$ cat src/rtl/fetch_stage_pkg.sv
// fetch_stage_pkg: shared state encoding, reset constants and PC helper for the fetch stage
package fetch_stage_pkg;
   typedef enum logic [1:0] {S_IDLE = 2'd0, S_REQ = 2'd1, S_HOLD = 2'd2} fetch_state_e;
   localparam logic [31:0] PC_RESET_DEF = 32'h0000_0000;
   localparam logic [31:0] NOP_INST_DEF = 32'h0000_0000;
   function automatic logic [31:0] pc_inc(input logic [31:0] pc);
      return pc + 32'd4;
   endfunction
endpackage

$ cat src/rtl/fetch_stage_if.sv
// fetch_stage_if: variable-latency instruction-memory request/response handshake
interface fetch_stage_if;
   logic        req;
   logic [31:0] addr;
   logic        ack;
   logic [31:0] rdata;
   modport master (output req, addr, input ack, rdata);
   modport slave (input req, addr, output ack, rdata);
endinterface

$ cat src/rtl/fetch_stage.sv
// fetch_stage: PC owner, instruction-memory requester and IF/ID pipeline register
module fetch_stage
   import fetch_stage_pkg::*;
#(
   parameter logic [31:0] PC_RESET = PC_RESET_DEF,
   parameter logic [31:0] NOP_INST = NOP_INST_DEF
) (
   input  logic               clk,
   input  logic               rst,
   input  logic               if_rst_i,
   input  logic               if_en_i,
   input  logic               id_rst_i,
   input  logic               id_en_i,
   input  logic               redirect_en_i,
   input  logic [31:0]        redirect_pc_i,
   fetch_stage_if.master      imem,
   output logic               if_valid_o,
   output logic               imem_stall_o,
   output logic [31:0]        inst_id_o,
   output logic [31:0]        pc_id_o,
   output logic [31:0]        pc_next_id_o,
   output logic               id_valid_o
);
   fetch_state_e state_q, state_d;
   logic [31:0] pc_q, pc_d, req_pc_q, req_pc_d, buf_q, buf_d;
   logic [31:0] inst_id_q, inst_id_d, pc_id_q, pc_id_d, pc_next_id_q, pc_next_id_d;
   logic        kill_q, kill_d, id_valid_q, id_valid_d;
   logic        avail, redir, go, xfer;
   logic [31:0] tgt, pc_nxt;

   // state and pipeline registers; reset returns to idle with an empty IF/ID
   always_ff @(posedge clk or posedge rst) begin
      if (rst) begin
         state_q      <= S_IDLE;
         pc_q         <= PC_RESET;
         req_pc_q     <= PC_RESET;
         buf_q        <= '0;
         kill_q       <= 1'b0;
         inst_id_q    <= NOP_INST;
         pc_id_q      <= '0;
         pc_next_id_q <= '0;
         id_valid_q   <= 1'b0;
      end else begin
         state_q      <= state_d;
         pc_q         <= pc_d;
         req_pc_q     <= req_pc_d;
         buf_q        <= buf_d;
         kill_q       <= kill_d;
         inst_id_q    <= inst_id_d;
         pc_id_q      <= pc_id_d;
         pc_next_id_q <= pc_next_id_d;
         id_valid_q   <= id_valid_d;
      end
   end

   // next state: redirects win, a killed response is dropped, otherwise advance or park in the buffer
   always_comb begin
      redir    = if_rst_i || redirect_en_i;
      tgt      = if_rst_i ? PC_RESET : redirect_pc_i;
      go       = if_en_i && id_en_i;
      pc_nxt   = pc_inc(pc_q);
      xfer     = avail && go && !redir;
      state_d  = state_q;
      pc_d     = pc_q;
      req_pc_d = req_pc_q;
      buf_d    = buf_q;
      kill_d   = kill_q;
      case (state_q)
         S_REQ: begin
            if (redir) begin
               pc_d     = tgt;
               req_pc_d = imem.ack ? tgt : req_pc_q;
               kill_d   = !imem.ack;
            end else if (imem.ack && kill_q) begin
               kill_d   = 1'b0;
               req_pc_d = pc_q;
            end else if (imem.ack && go) begin
               pc_d     = pc_nxt;
               req_pc_d = pc_nxt;
            end else if (imem.ack) begin
               buf_d    = imem.rdata;
               state_d  = S_HOLD;
            end
         end
         S_HOLD: begin
            if (redir || go) begin
               pc_d     = redir ? tgt : pc_nxt;
               req_pc_d = pc_d;
               state_d  = S_REQ;
            end
         end
         default: begin
            pc_d     = redir ? tgt : pc_q;
            req_pc_d = pc_d;
            state_d  = S_REQ;
         end
      endcase
   end

   // output decode: the request address is the registered req_pc so it stays stable until ack
   always_comb begin
      imem.req     = state_q == S_REQ;
      imem.addr    = req_pc_q;
      imem_stall_o = imem.req && !imem.ack;
      avail        = (imem.req && imem.ack && !kill_q) || state_q == S_HOLD;
      if_valid_o   = avail;
   end

   // IF/ID update: flush beats transfer, a disabled register holds, otherwise transfer or bubble
   always_comb begin
      inst_id_d    = id_rst_i ? NOP_INST : !id_en_i ? inst_id_q :
                     xfer ? (state_q == S_HOLD ? buf_q : imem.rdata) : NOP_INST;
      id_valid_d   = !id_rst_i && (id_en_i ? xfer : id_valid_q);
      pc_id_d      = (!id_rst_i && xfer) ? pc_q : pc_id_q;
      pc_next_id_d = (!id_rst_i && xfer) ? pc_nxt : pc_next_id_q;
   end

   assign inst_id_o    = inst_id_q;
   assign pc_id_o      = pc_id_q;
   assign pc_next_id_o = pc_next_id_q;
   assign id_valid_o   = id_valid_q;
endmodule

$ cat src/flat_wrapper.sv
// flat-port wrapper written by rule: the top's interface ports become plain ports
module fetch_stage_flat import fetch_stage_pkg::*;
#(
   parameter logic [31:0] PC_RESET = PC_RESET_DEF,
   parameter logic [31:0] NOP_INST = NOP_INST_DEF
)
  (clk, rst, if_rst_i, if_en_i, id_rst_i, id_en_i, redirect_en_i, redirect_pc_i, if_valid_o, imem_stall_o, inst_id_o, pc_id_o, pc_next_id_o, id_valid_o, imem_req, imem_addr, imem_ack, imem_rdata);
  fetch_stage_if imem_i ();
  input  logic clk;
  input  logic rst;
  input  logic if_rst_i;
  input  logic if_en_i;
  input  logic id_rst_i;
  input  logic id_en_i;
  input  logic redirect_en_i;
  input  logic [31:0] redirect_pc_i;
  output logic if_valid_o;
  output logic imem_stall_o;
  output logic [31:0] inst_id_o;
  output logic [31:0] pc_id_o;
  output logic [31:0] pc_next_id_o;
  output logic id_valid_o;
  output wire logic [$bits(imem_i.req)-1:0] imem_req;
  output wire logic [$bits(imem_i.addr)-1:0] imem_addr;
  input wire logic [$bits(imem_i.ack)-1:0] imem_ack;
  input wire logic [$bits(imem_i.rdata)-1:0] imem_rdata;
  assign imem_req = imem_i.req;
  assign imem_addr = imem_i.addr;
  assign imem_i.ack = imem_ack;
  assign imem_i.rdata = imem_rdata;
  fetch_stage #(.PC_RESET(PC_RESET), .NOP_INST(NOP_INST)) u_core (.clk(clk), .rst(rst), .if_rst_i(if_rst_i), .if_en_i(if_en_i), .id_rst_i(id_rst_i), .id_en_i(id_en_i), .redirect_en_i(redirect_en_i), .redirect_pc_i(redirect_pc_i), .imem(imem_i), .if_valid_o(if_valid_o), .imem_stall_o(imem_stall_o), .inst_id_o(inst_id_o), .pc_id_o(pc_id_o), .pc_next_id_o(pc_next_id_o), .id_valid_o(id_valid_o));
endmodule
$ cat config.mk
export PLATFORM = sky130hd
export DESIGN_NAME = fetch_stage_flat
export DESIGN_NICKNAME = d
export VERILOG_FILES = /design/src/rtl/fetch_stage_pkg.sv /design/src/rtl/fetch_stage_if.sv /design/src/rtl/fetch_stage.sv /design/src/flat_wrapper.sv
export SDC_FILE = /design/constraint.sdc
export NUM_CORES = 1
export LEC_CHECK = 0
export ABC_AREA = 1
export CAP_MARGIN = 5
export CORE_MARGIN = 1.5
export CORE_UTILIZATION = 64
export CTS_CLUSTER_DIAMETER = 150
export DETAILED_ROUTE_END_ITERATION = 12
export DONT_BUFFER_PORTS = 1
export GPL_ROUTABILITY_DRIVEN = 0
export PLACE_DENSITY_LB_ADDON = 0.08
export SLEW_MARGIN = 40
export SYNTH_ARGS = -nofsm -noshare
export SYNTH_HDL_FRONTEND = slang
export SYNTH_SLANG_ARGS = --single-unit
$ cat constraint.sdc
create_clock -name clk -period 8.4 [get_ports clk]
set_input_delay 0.84 -clock clk [delete_from_list [all_inputs] [get_ports clk]]
set_output_delay 0.84 -clock clk [all_outputs]
set_load 0.05 [all_outputs]
# After elaboration in Yosys (flattened, before gate mapping)
# Cells that the tools add are included.
# totals
register_bits	196
latchBits	0
mem_bits_rw	0
romBits	0
in_bits	72
output_inout_bits	132
elab_cells	73
mem_count	0
# classes
n_addsub	1
mul	0
n_div	0
magnitude_cmp	0
eq_ne	11
shift	0
n_mux	25
bitwise_logic	3
n_reduce_logical	24
# ops
op	count
32-bit two-way mux	14
32-bit one-hot mux with 2 select lines	2
32-bit by 3-bit adder with 32-bit output (second input constant)	1
1-bit logical AND	10
2-bit two-way mux	5
5-bit AND reduction	2
2-bit inequality test (second input constant)	3
3-bit AND reduction	2
1-bit zero test	4
2-bit by 1-bit inequality test with 1-bit output (second input constant)	2
4-bit by 1-bit inequality test with 1-bit output (second input constant)	1
2-bit one-hot mux with 2 select lines	1
2-bit nonzero test	2
1-bit logical OR	3
1-bit two-way mux	3
3-bit by 1-bit inequality test with 1-bit output (second input constant)	1
3-bit by 2-bit inequality test with 1-bit output (second input constant)	1
3-bit inequality test (second input constant)	1
1-bit inverter	3
2-bit by 1-bit == test with 1-bit output (second input constant)	1
2-bit == test (second input constant)	1
2-bit AND reduction	1

# Depth between registers and ports, before layout
# Gate-level depths: netlist (run 1).
# depth
ltp_word	9
ltp_mapped	14
depth_no_buf	14

# Worst setup path before layout (run 1)
# No wires, ideal clock.
# synth_path
kind	flip-flop to output port
startpoint	register u_core.state_q[1]
endpoint	output port if_valid_o
t_arrival_ns	1.691
required_time_ns	7.560
slack_ns	5.869
stages_incl_launch_ff	5
path_buffers	0
cell_sequence	dfrtp_1 inv_1 ha_1 nand2_1 o21ai_2
# synth_between
elab_chain_cells	4
elab_cells_between_ends	5
classes_between	eq/ne: 2; reduce/logical: 3
# synth_lines
element	line	text
start, declared	fetch_stage.sv:24	fetch_state_e state_q, state_d;
start signal, assigned	fetch_stage.sv:44	state_q <= state_d;
2-bit by 1-bit == test with 1-bit output	fetch_stage.sv:102	imem.req = state_q == S_REQ;
via imem_req	flat_wrapper.sv:23	output wire logic [$bits(imem_i.req)-1:0] imem_req;
1-bit logical AND (2 in a row)	fetch_stage.sv:105	avail = (imem.req && imem.ack && !kill_q) || state_q == S_HOLD;
1-bit logical OR	fetch_stage.sv:105	
end, declared	flat_wrapper.sv:17	output logic if_valid_o;
# The timed path passes the listed nets, and every way through them passes these cells.

# Worst setup path in the final report (run 1)
# layout_path
startpoint	register u_core.state_q[1]
endpoint	register u_core.pc_next_id_q[22], in the netlist u_core.pc_next_id_o[22]
# layout_between
elab_chain_cells	7
elab_cells_between_ends	8
classes_between	eq/ne: 2; reduce/logical: 6
# layout_lines
element	line	text
2-bit by 1-bit == test with 1-bit output	fetch_stage.sv:102	
via imem_req	flat_wrapper.sv:23	
1-bit logical AND (2 in a row)	fetch_stage.sv:105	
1-bit logical OR	fetch_stage.sv:105	
via if_valid_o	flat_wrapper.sv:17	
1-bit logical AND (2 in a row)	fetch_stage.sv:62	xfer = avail && go && !redir;
1-bit logical AND	fetch_stage.sv:115	pc_next_id_d = (!id_rst_i && xfer) ? pc_nxt : pc_next_id_q;
end signal, assigned	fetch_stage.sv:51	pc_next_id_q <= pc_next_id_d;
end, declared	fetch_stage.sv:26	logic [31:0] inst_id_q, inst_id_d, pc_id_q, pc_id_d, pc_next_id_q, pc_next_id_d;
# The timed path passes the listed nets, and every way through them passes these cells.
# A chain may end at the register's enable or synchronous reset.

==> qor.yml, run 1 <==
syn_area_um2: 10400
max-clock-path-buffers: 2
post_cts_buffers: 0
cp.required_ps: 8760
clkSinkCount: 194
final_max_slew_viol_count: 0
ctsResizeCount: 0
yosysWarnings: 0
fmax_ghz: 0.241
finClkSkew_ps: 10.4
synth_ff_type: "dfrtp_1"
drtAntennaViolNets: 0
ys_seq_area_frac: 0.468
power_density_nw_per_um2: 375
finalNetCount: 1416
clk_pin_slew_worst_paths_ps: 70
htree_levels: 4
grt_util_all_layers: 0.352
setup_tns_ps: 0
finalCritPeriodShare: 0.495
relSlewSlack: 0.497
totalWireLength_um: 29100
setup_violations: 0
post-dp-hpwl_um: 19600
antenna_found_initial: 2
core_um2: 15900
ys_seq_elements: 194
io_pins: 204
route.detailed.drc: 0
worstPathMaxFanout: 78
dp_cells: 1538
layout_common_cells: "453 x nand2_1, 192 x dfrtp_1, 156 x nor2_1"
wl_per_cell_um: 18.5
final_common_cell: "nand2_1"
syn_area_per_cell_um2: 7.46
p_leak_nw: 5.22
area_growth_pct: 5.80
startpoint_type: "register"
first_pass_iters: 6
synth-edff-count: 0
syn-num-nets: 1466
fin_crit_ps: 4160
first_global_vias: 8485
cts_tree: "done"
cap_violations: 0
hold_violations: 0
cp.arrival_ps: 4510
hold_class: "primary input to async pin"
grt_start_max_net_pins: 120
start_util: 0.653
row_count: 46
rsz0062_at_grt: "no"
outcome: "finished, final reports clean"
portBuffers: 0
crit_path_end_kind: "register"
ctsHoldBuffers: 0
fp.dieH_um: 130
drtIter0Drc: 1003
grt_pass1_wl_um: 45300
async_flop_share: 1.00
final_cells: 1572
synth.distinct_cells: 42
worstSkewPairLatency_ps: 440
viasPerCell: 5.88
dieArea_um2: 17000
dieWidth_um: 130
num_vias: 9245
peakVddDrop_mv: 0.235
netlist_instances: 1391
crit_type: "register to register"
fill_cells: 1361
grt_overflow: 0
tightest_slew_ps: 753
layout-drive-gt1-share: 0.0635
clock-root-buffer: "clkbuf_16"
cts_buffers: 17
## cell families (layout without fill, tap and decap cells)
group                    Yosys count  after routing  synth area share
other                              0              2                 0
adder cells (fa/ha/maj)            3              3           0.00362
flip-flops                       194            194             0.468
AND/OR/NAND/NOR                  682            682             0.270
buffers and inverters            208            171            0.0846
XOR/XNOR                          14             14            0.0154
AO/OA/AOI/OAI                    290            290             0.159
## state kept, by name (all words and copies together) (netlist names)
signal	count
u_core.pc_id_o	30
u_core.pc_next_id_o	32
u_core.imem.addr	32
u_core.buf_q	32
u_core.id_valid_o	1
u_core.state_q	2
u_core.inst_id_o	32
u_core.pc_q	32
u_core.kill_q	1
## final timing paths
kind,startpoint,to,slack [ps],cells past startpoint
max,u_core.state_q[1]$_DFFE_PP0P_,u_core.pc_next_id_o[22]$_DFFE_PP0P_,4240,9
min,rst,u_core.pc_next_id_o[26]$_DFFE_PP0P_,330,1
max reg2reg,u_core.state_q[1]$_DFFE_PP0P_,u_core.pc_next_id_o[22]$_DFFE_PP0P_,4240,9
min reg2reg,u_core.pc_q[0]$_DFFE_PP0P_,u_core.pc_next_id_o[0]$_DFFE_PP0P_,500,2
max in group asynchronous,rst,u_core.pc_next_id_o[0]$_DFFE_PP0P_,6960,2
min in group clk,u_core.pc_q[0]$_DFFE_PP0P_,u_core.pc_next_id_o[0]$_DFFE_PP0P_,500,2
## layer usage
| layer | global-route usage | up-vias | share of wire |
|---|---|---|---|
| li1 | - | 4367 | - |
| met1 | 0.504 | 4296 | 0.42 |
| met2 | 0.497 | 530 | 0.42 |
| met3 | 0.136 | 52 | 0.15 |
| met4 | 0.107 | 0 | 0.019 |
| met5 | 0 | - | 0 |
## report_power, final
part / internal (mW) / switching (mW)
Combinational: 0.327 / 0.809
Clock: 0.463 / 0.373
Sequential: 1.24 / 0.903
Total: 2.03 / 2.09
## cell type report
| cell class | instances | area (um2) | area share |
|---|---|---|---|
| timing repair buffer | 8 | 63.8 | 0.00581 |
| multi-input combinational | 989 | 4680 | 0.426 |
| tap | 216 | 270 | 0.0246 |
| inverter | 131 | 507 | 0.0461 |
| antenna | 2 | 5.00 | 0.000456 |
| clock inverter | 11 | 143 | 0.0130 |
| sequential | 194 | 4860 | 0.442 |
| clock buffer | 21 | 460 | 0.0419 |
## per-stage QoR
stage          hold WS (ps)  instance area (um2)  setup slack (ps)  total power, mW   util
5_1_grt                 325                11000              3920             4.32  0.691
3_5_place_dp            490                10400              4270             3.25  0.653
6_report                326                11000              4240             4.11  0.691
3_3_place_gp            483                10300              4400             3.21  0.652
4_1_cts                 450                11000              4230             4.08  0.691
2_1_floorplan           443                10400              2280             2.90      -
## cell usage after synthesis (all sizes together), types with 2 or more instances
library cell,count,area [um2]
nand2,463,1770
o211ai,4,30.0
o22ai,32,200
nand4,6,52.6
a22o,2,17.5
nor3,4,30.0
nor2,170,752
buf,48,275
inv,131,494
dfrtp,194,4850
xor2,13,151
a211oi,6,45.0
a22oi,21,158
o22a,2,17.5
nand3,37,185
clkbuf,29,109
ha,3,37.5
o21ai,150,754
o221ai,2,17.5
o2111ai,4,35.0
a31oi,24,150
a21oi,41,205
## critical path: stages (launching register included)
cell and delay, ps:
dfrtp_1 410, inv_1 80, ha_1 590, nand2_1 270, o21ai_2 620, nand4_4 730
buf_4 600, inv_2 480, nor2_1 90, a31oi_1 170
Power figures use the tool's default switching activity.
==> inputs of run 2 (changes only) <==
clock period = 4.2 ns   (was 8.4 ns; I/O delays follow)
==> qor.yml, run 2 (synthesized netlist as in run 1, its figures left out) <==
htree_levels: 4
clkSinkCount: 194
area_growth_pct: 6.11
drtAntennaViolNets: 0
grt_util_all_layers: 0.345
crit_top_cell: "buf_4"
layout-drive-gt1-share: 0.0676
hold_class: "primary input to register"
io_pins: 204
cp.required_ps: 4550
path_buf_inv: 4
cpPeakStageDelay_ps: 570
cap_violations: 0
finalCritPeriodShare: 0.697
layout_common_cells: "454 x nand2_1, 192 x dfrtp_1, 156 x nor2_1"
dieWidth_um: 130
path_depth: 10
clock-root-buffer: "clkbuf_16"
combPwrFrac: 0.277
tightest_slew_ps: 680
totalWireLength_um: 28700
finalNetCount: 1423
route.detailed.drc: 0
utilization: 0.693
final_max_slew_viol_count: 0
start_util: 0.653
crit_path_end_kind: "register"
outcome: "finished, final reports clean"
cts_tree: "done"
whs_ps: 99.1
fmax_ghz: 0.342
p_int_mw: 3.99
cp.arrival_ps: 3280
grt_start_max_net_pins: 89
p_clk_frac: 0.199
first_pass_iters: 5
drtIter0Drc: 1112
cts_buffers: 17
finClkSkew_ps: 9.86
wl_met2_um: 11700
post-place-ws_ps: 1270
post-dp-hpwl_um: 19700
fin_crit_ps: 2930
startpoint_type: "register"
peakVddDrop_mv: 0.528
viasPerCell: 5.88
postLayoutCellArea_um2: 11000
hold_violations: 0
p_sw_frac: 0.513
p_leak_nw: 5.24
crit_family: "buffers and inverters"
wl_per_cell_um: 18.2
clk_pin_slew_worst_paths_ps: 80
rsz0062_at_grt: "no"
setup_violations: 0
num_vias: 9269
post_cts_buffers: 0
final_common_cell: "nand2_1"
grt_overflow: 0
met3_length_um: 4140
portBuffers: 0
rr_worst_depth: 10
ctsResizeCount: 0
layout_setup_ws_ps: 1270
fp.dieH_um: 130
worstPathMaxFanout: 52
worstSkewPairLatency_ps: 440
crit_type: "register to register"
placed_area_um2: 10400
p_sw_mw: 4.20
dieArea_um2: 17000
slowest_stage: "ha_1"
grt_pass1_wl_um: 44700
max-clock-path-buffers: 2
highest_layer: "met5"
whs_path_depth: 2
seq_power_share: 0.524
relSlewSlack: 0.547
row_count: 46
first_global_vias: 8317
power_density_nw_per_um2: 744
setup_tns_ps: 0
antenna_found_initial: 1
cp_cell_sequence: "inv_1 -> ha_1 -> nand2_1 -> o21ai_2 -> buf_4 -> nand4_4 -> buf_4 -> inv_2 -> nor2_1 -> a31oi_1"
wl_met1_um: 12200
core_um2: 15900
ctsHoldBuffers: 1
[run 2: changes by cell type in the layout (fill, tap and decap cells not counted), sizes merged]
cell / change
bufinv: -1
clkinvlp: +1
dlygate4sd3: +1
inv: +2
clkbuf: -3
diode: -1
buf: +6
[run 2: power groups by stage]
| stage | registers (mW) | clock network (mW) | logic [mW] |
|---|---|---|---|
| global route | 4.37 | 1.70 | 2.53 |
| CTS | 4.28 | 1.64 | 2.21 |
| global placement | 4.31 | 0 | 2.14 |
| detailed placement | 4.32 | 0 | 2.18 |
| floorplan | 4.10 | 0 | 1.70 |
| finish | 4.29 | 1.63 | 2.27 |
[run 2: path summary, 6_finish.rpt]
check	startpoint	endpoint	slack [ps]
max	u_core.state_q[1]$_DFFE_PP0P_	u_core.pc_next_id_o[20]$_DFFE_PP0P_	1270
min	imem_rdata[3]	u_core.buf_q[3]$_DFFE_PP0P_	100
max reg2reg	u_core.state_q[1]$_DFFE_PP0P_	u_core.pc_next_id_o[20]$_DFFE_PP0P_	1270
min reg2reg	u_core.pc_q[0]$_DFFE_PP0P_	u_core.pc_next_id_o[0]$_DFFE_PP0P_	490
max in group asynchronous	rst	u_core.pc_id_o[11]$_DFFE_PP0P_	2870
min in group asynchronous	rst	u_core.pc_next_id_o[30]$_DFFE_PP0P_	500
[run 2: final cells by class]
| class | instances | area [um2] |
|---|---|---|
| antenna | 1 | 2.50 |
| multi-input combinational | 989 | 4660 |
| fill | 1383 | 4870 |
| clock inverter | 13 | 144 |
| timing repair buffer | 15 | 140 |
| tap | 216 | 270 |
| clock buffer | 18 | 439 |
| inverter | 131 | 498 |
| sequential | 194 | 4860 |
[run 2: layer usage]
| metal | global-route usage | vias up |
|---|---|---|
| met3 | 0.110 | 48 |
| met1 | 0.520 | 4254 |
| met5 | 0 | - |
| met2 | 0.476 | 562 |
| li1 | - | 4403 |
| met4 | 0.104 | 2 |
[run 2: stage by stage]
stage               cells  total power, mW
floorplan            1391             5.80
global placement     1544             6.45
detailed placement   1544             6.50
CTS                  1576             8.13
global route         1576             8.60
finish               1577             8.19
[run 2: worst reg2reg max path: stages (launching register included)]
cell,delay (ps)
dfrtp_1,380
inv_1,70
ha_1,570
nand2_1,260
o21ai_2,170
buf_4,230
nand4_4,80
buf_4,310
inv_2,470
nor2_1,100
a31oi_1,180
==> inputs of run 3 (changes only) <==
clock period = 2.7 ns   (was 4.2 ns; I/O delays follow)
==> qor.yml, run 3 (synthesized netlist as in run 1, its figures left out) <==
path_buf_inv: 1
drtIter0Drc: 1025
crit_family: "simple AND/OR/NAND/NOR gates"
portBuffers: 0
layout-drive-gt1-share: 0.0713
hold_violations: 0
first_pass_iters: 6
combPwrFrac: 0.280
grt_pass1_wl_um: 47000
crit_path_end_kind: "register"
crit_top_cell: "nand2_1"
drtAntennaViolNets: 0
cts_tree: "done"
post-dp-hpwl_um: 20700
clock-root-buffer: "clkbuf_16"
max-clock-path-buffers: 2
r2r-start: "u_core.pc_q[2]$_DFFE_PP0P_"
peakVddDrop_mv: 0.948
totalWireLength_um: 30400
row_count: 46
tightest_slew_ps: 699
num_vias: 9596
r2r-end: "u_core.imem.addr[28]$_DFFE_PP0P_"
clk_pin_slew_worst_paths_ps: 80
cap_violations: 0
grt_start_max_net_pins: 120
whs_ps: 1.40
rrSetupSlack_ps: 540
first_global_vias: 8892
p_int_mw: 6.47
placed_area_um2: 10500
post_cts_buffers: 0
final_common_cell: "nand2_1"
route.detailed.drc: 0
grt_util_all_layers: 0.365
startpoint_type: "register"
fill_cells: 1275
hold_class: "primary input to register"
hold_end: "u_core.buf_q[23]$_DFFE_PP0P_"
wl_per_cell_um: 18.8
relSlewSlack: 0.534
cp.arrival_ps: 2530
num_antenna_cells: 0
final_max_slew_viol_count: 0
postLayoutCellArea_um2: 11500
finClkSkew_ps: 14.4
finalCritPeriodShare: 0.799
finalNetCount: 1465
fp.dieH_um: 130
worstPathMaxFanout: 6
htree_levels: 4
seq_power_share: 0.510
whs_path_depth: 2
rsz0062_at_grt: "no"
rr_worst_depth: 13
viasPerCell: 5.93
crit_type: "register to register"
cp_cell_sequence: "ha_1 -> nand2_2 -> nor2_4 -> nand2_1 -> inv_1 -> nand3_1 -> nand2_1 -> nand2_1 -> nand2_1 -> nand2_1 -> nor2_1 -> nor2_1 -> nor2_1"
grt_overflow: 0
layout_common_cells: "454 x nand2_1, 192 x dfrtp_1, 156 x nor2_1"
fmax_ghz: 0.463
outcome: "finished, final reports clean"
dieArea_um2: 17000
finalPower_mw: 13.1
ctsHoldBuffers: 35
area_growth_pct: 10.5
ctsResizeCount: 0
fin_crit_ps: 2160
p_sw_mw: 6.68
core_um2: 15900
p_clk_frac: 0.210
dieWidth_um: 130
antenna_found_initial: 2
worstSkewPairLatency_ps: 450
cpPeakStageDelay_ps: 480
setup_violations: 0
cp.required_ps: 3070
min-delay-start: "imem_rdata[23]"
start_util: 0.653
io_pins: 204
clkSinkCount: 194
power_density_nw_per_um2: 1150
cts_buffers: 17
p_sw_frac: 0.508
p_leak_nw: 5.46
post-place-ws_ps: 599
layout_setup_ws_ps: 542
slowest_stage: "dfrtp_1"
[run 3: cell count changes in the layout (fill, tap and decap cells not counted), sizes merged, moves of 2 or more]
cell | previous run | this run
bufinv | 1 | 3
buf | 14 | 22
clkinvlp | 4 | 2
inv | 137 | 140
dlygate4sd3 | 1 | 35
[run 3: power by group through the flow]
| stage | Combinational, mW | Clock [mW] | Sequential (mW) |
|---|---|---|---|
| CTS | 3.56 | 2.78 | 6.68 |
| global placement | 3.40 | 0 | 6.71 |
| detailed placement | 3.48 | 0 | 6.73 |
| finish | 3.68 | 2.76 | 6.71 |
| global route | 4.07 | 2.87 | 6.81 |
| floorplan | 2.64 | 0 | 6.38 |
[run 3: metrics by stage]
step           TNS [ps]   util  instances
6_report              0  0.722       1619
5_1_grt               0  0.722       1619
4_1_cts               0  0.722       1619
3_5_place_dp          0  0.660       1552
3_3_place_gp          0  0.659       1552
2_1_floorplan    -14440      -       1391
[run 3: how the worst max path moves through the flow]
stage	startpoint	to	cells after the start
6_report	u_core.pc_q[2]$_DFFE_PP0P_	u_core.imem.addr[28]$_DFFE_PP0P_	13
5_1_grt	u_core.state_q[0]$_DFFE_PP0P_	u_core.pc_id_o[30]$_DFFE_PP0P_	9
4_1_cts	u_core.state_q[0]$_DFFE_PP0P_	u_core.pc_id_o[30]$_DFFE_PP0P_	9
3_5_place_dp	u_core.state_q[0]$_DFFE_PP0P_	u_core.pc_next_id_o[19]$_DFFE_PP0P_	8
3_3_place_gp	u_core.state_q[0]$_DFFE_PP0P_	u_core.pc_next_id_o[8]$_DFFE_PP0P_	8
2_1_floorplan	rst	u_core.buf_q[0]$_DFFE_PP0P_	1
[run 3: final cells by class]
cell class / instances / area [um2] / area share
flip-flops and latches: 194 / 4860 / 0.424
multi-input cells: 989 / 4660 / 0.407
repair buffers: 57 / 541 / 0.0471
inverters: 131 / 498 / 0.0434
clock buffers: 17 / 425 / 0.0371
well taps: 216 / 270 / 0.0236
clock inverters: 15 / 211 / 0.0184
[run 3: routing by layer]
layer / global-route usage / wire, um / up-vias
met5: 0 / 7 / -
met4: 0.112 / 597 / 2
met3: 0.144 / 4360 / 47
met2: 0.524 / 12700 / 577
met1: 0.512 / 12700 / 4495
li1: - / - / 4475
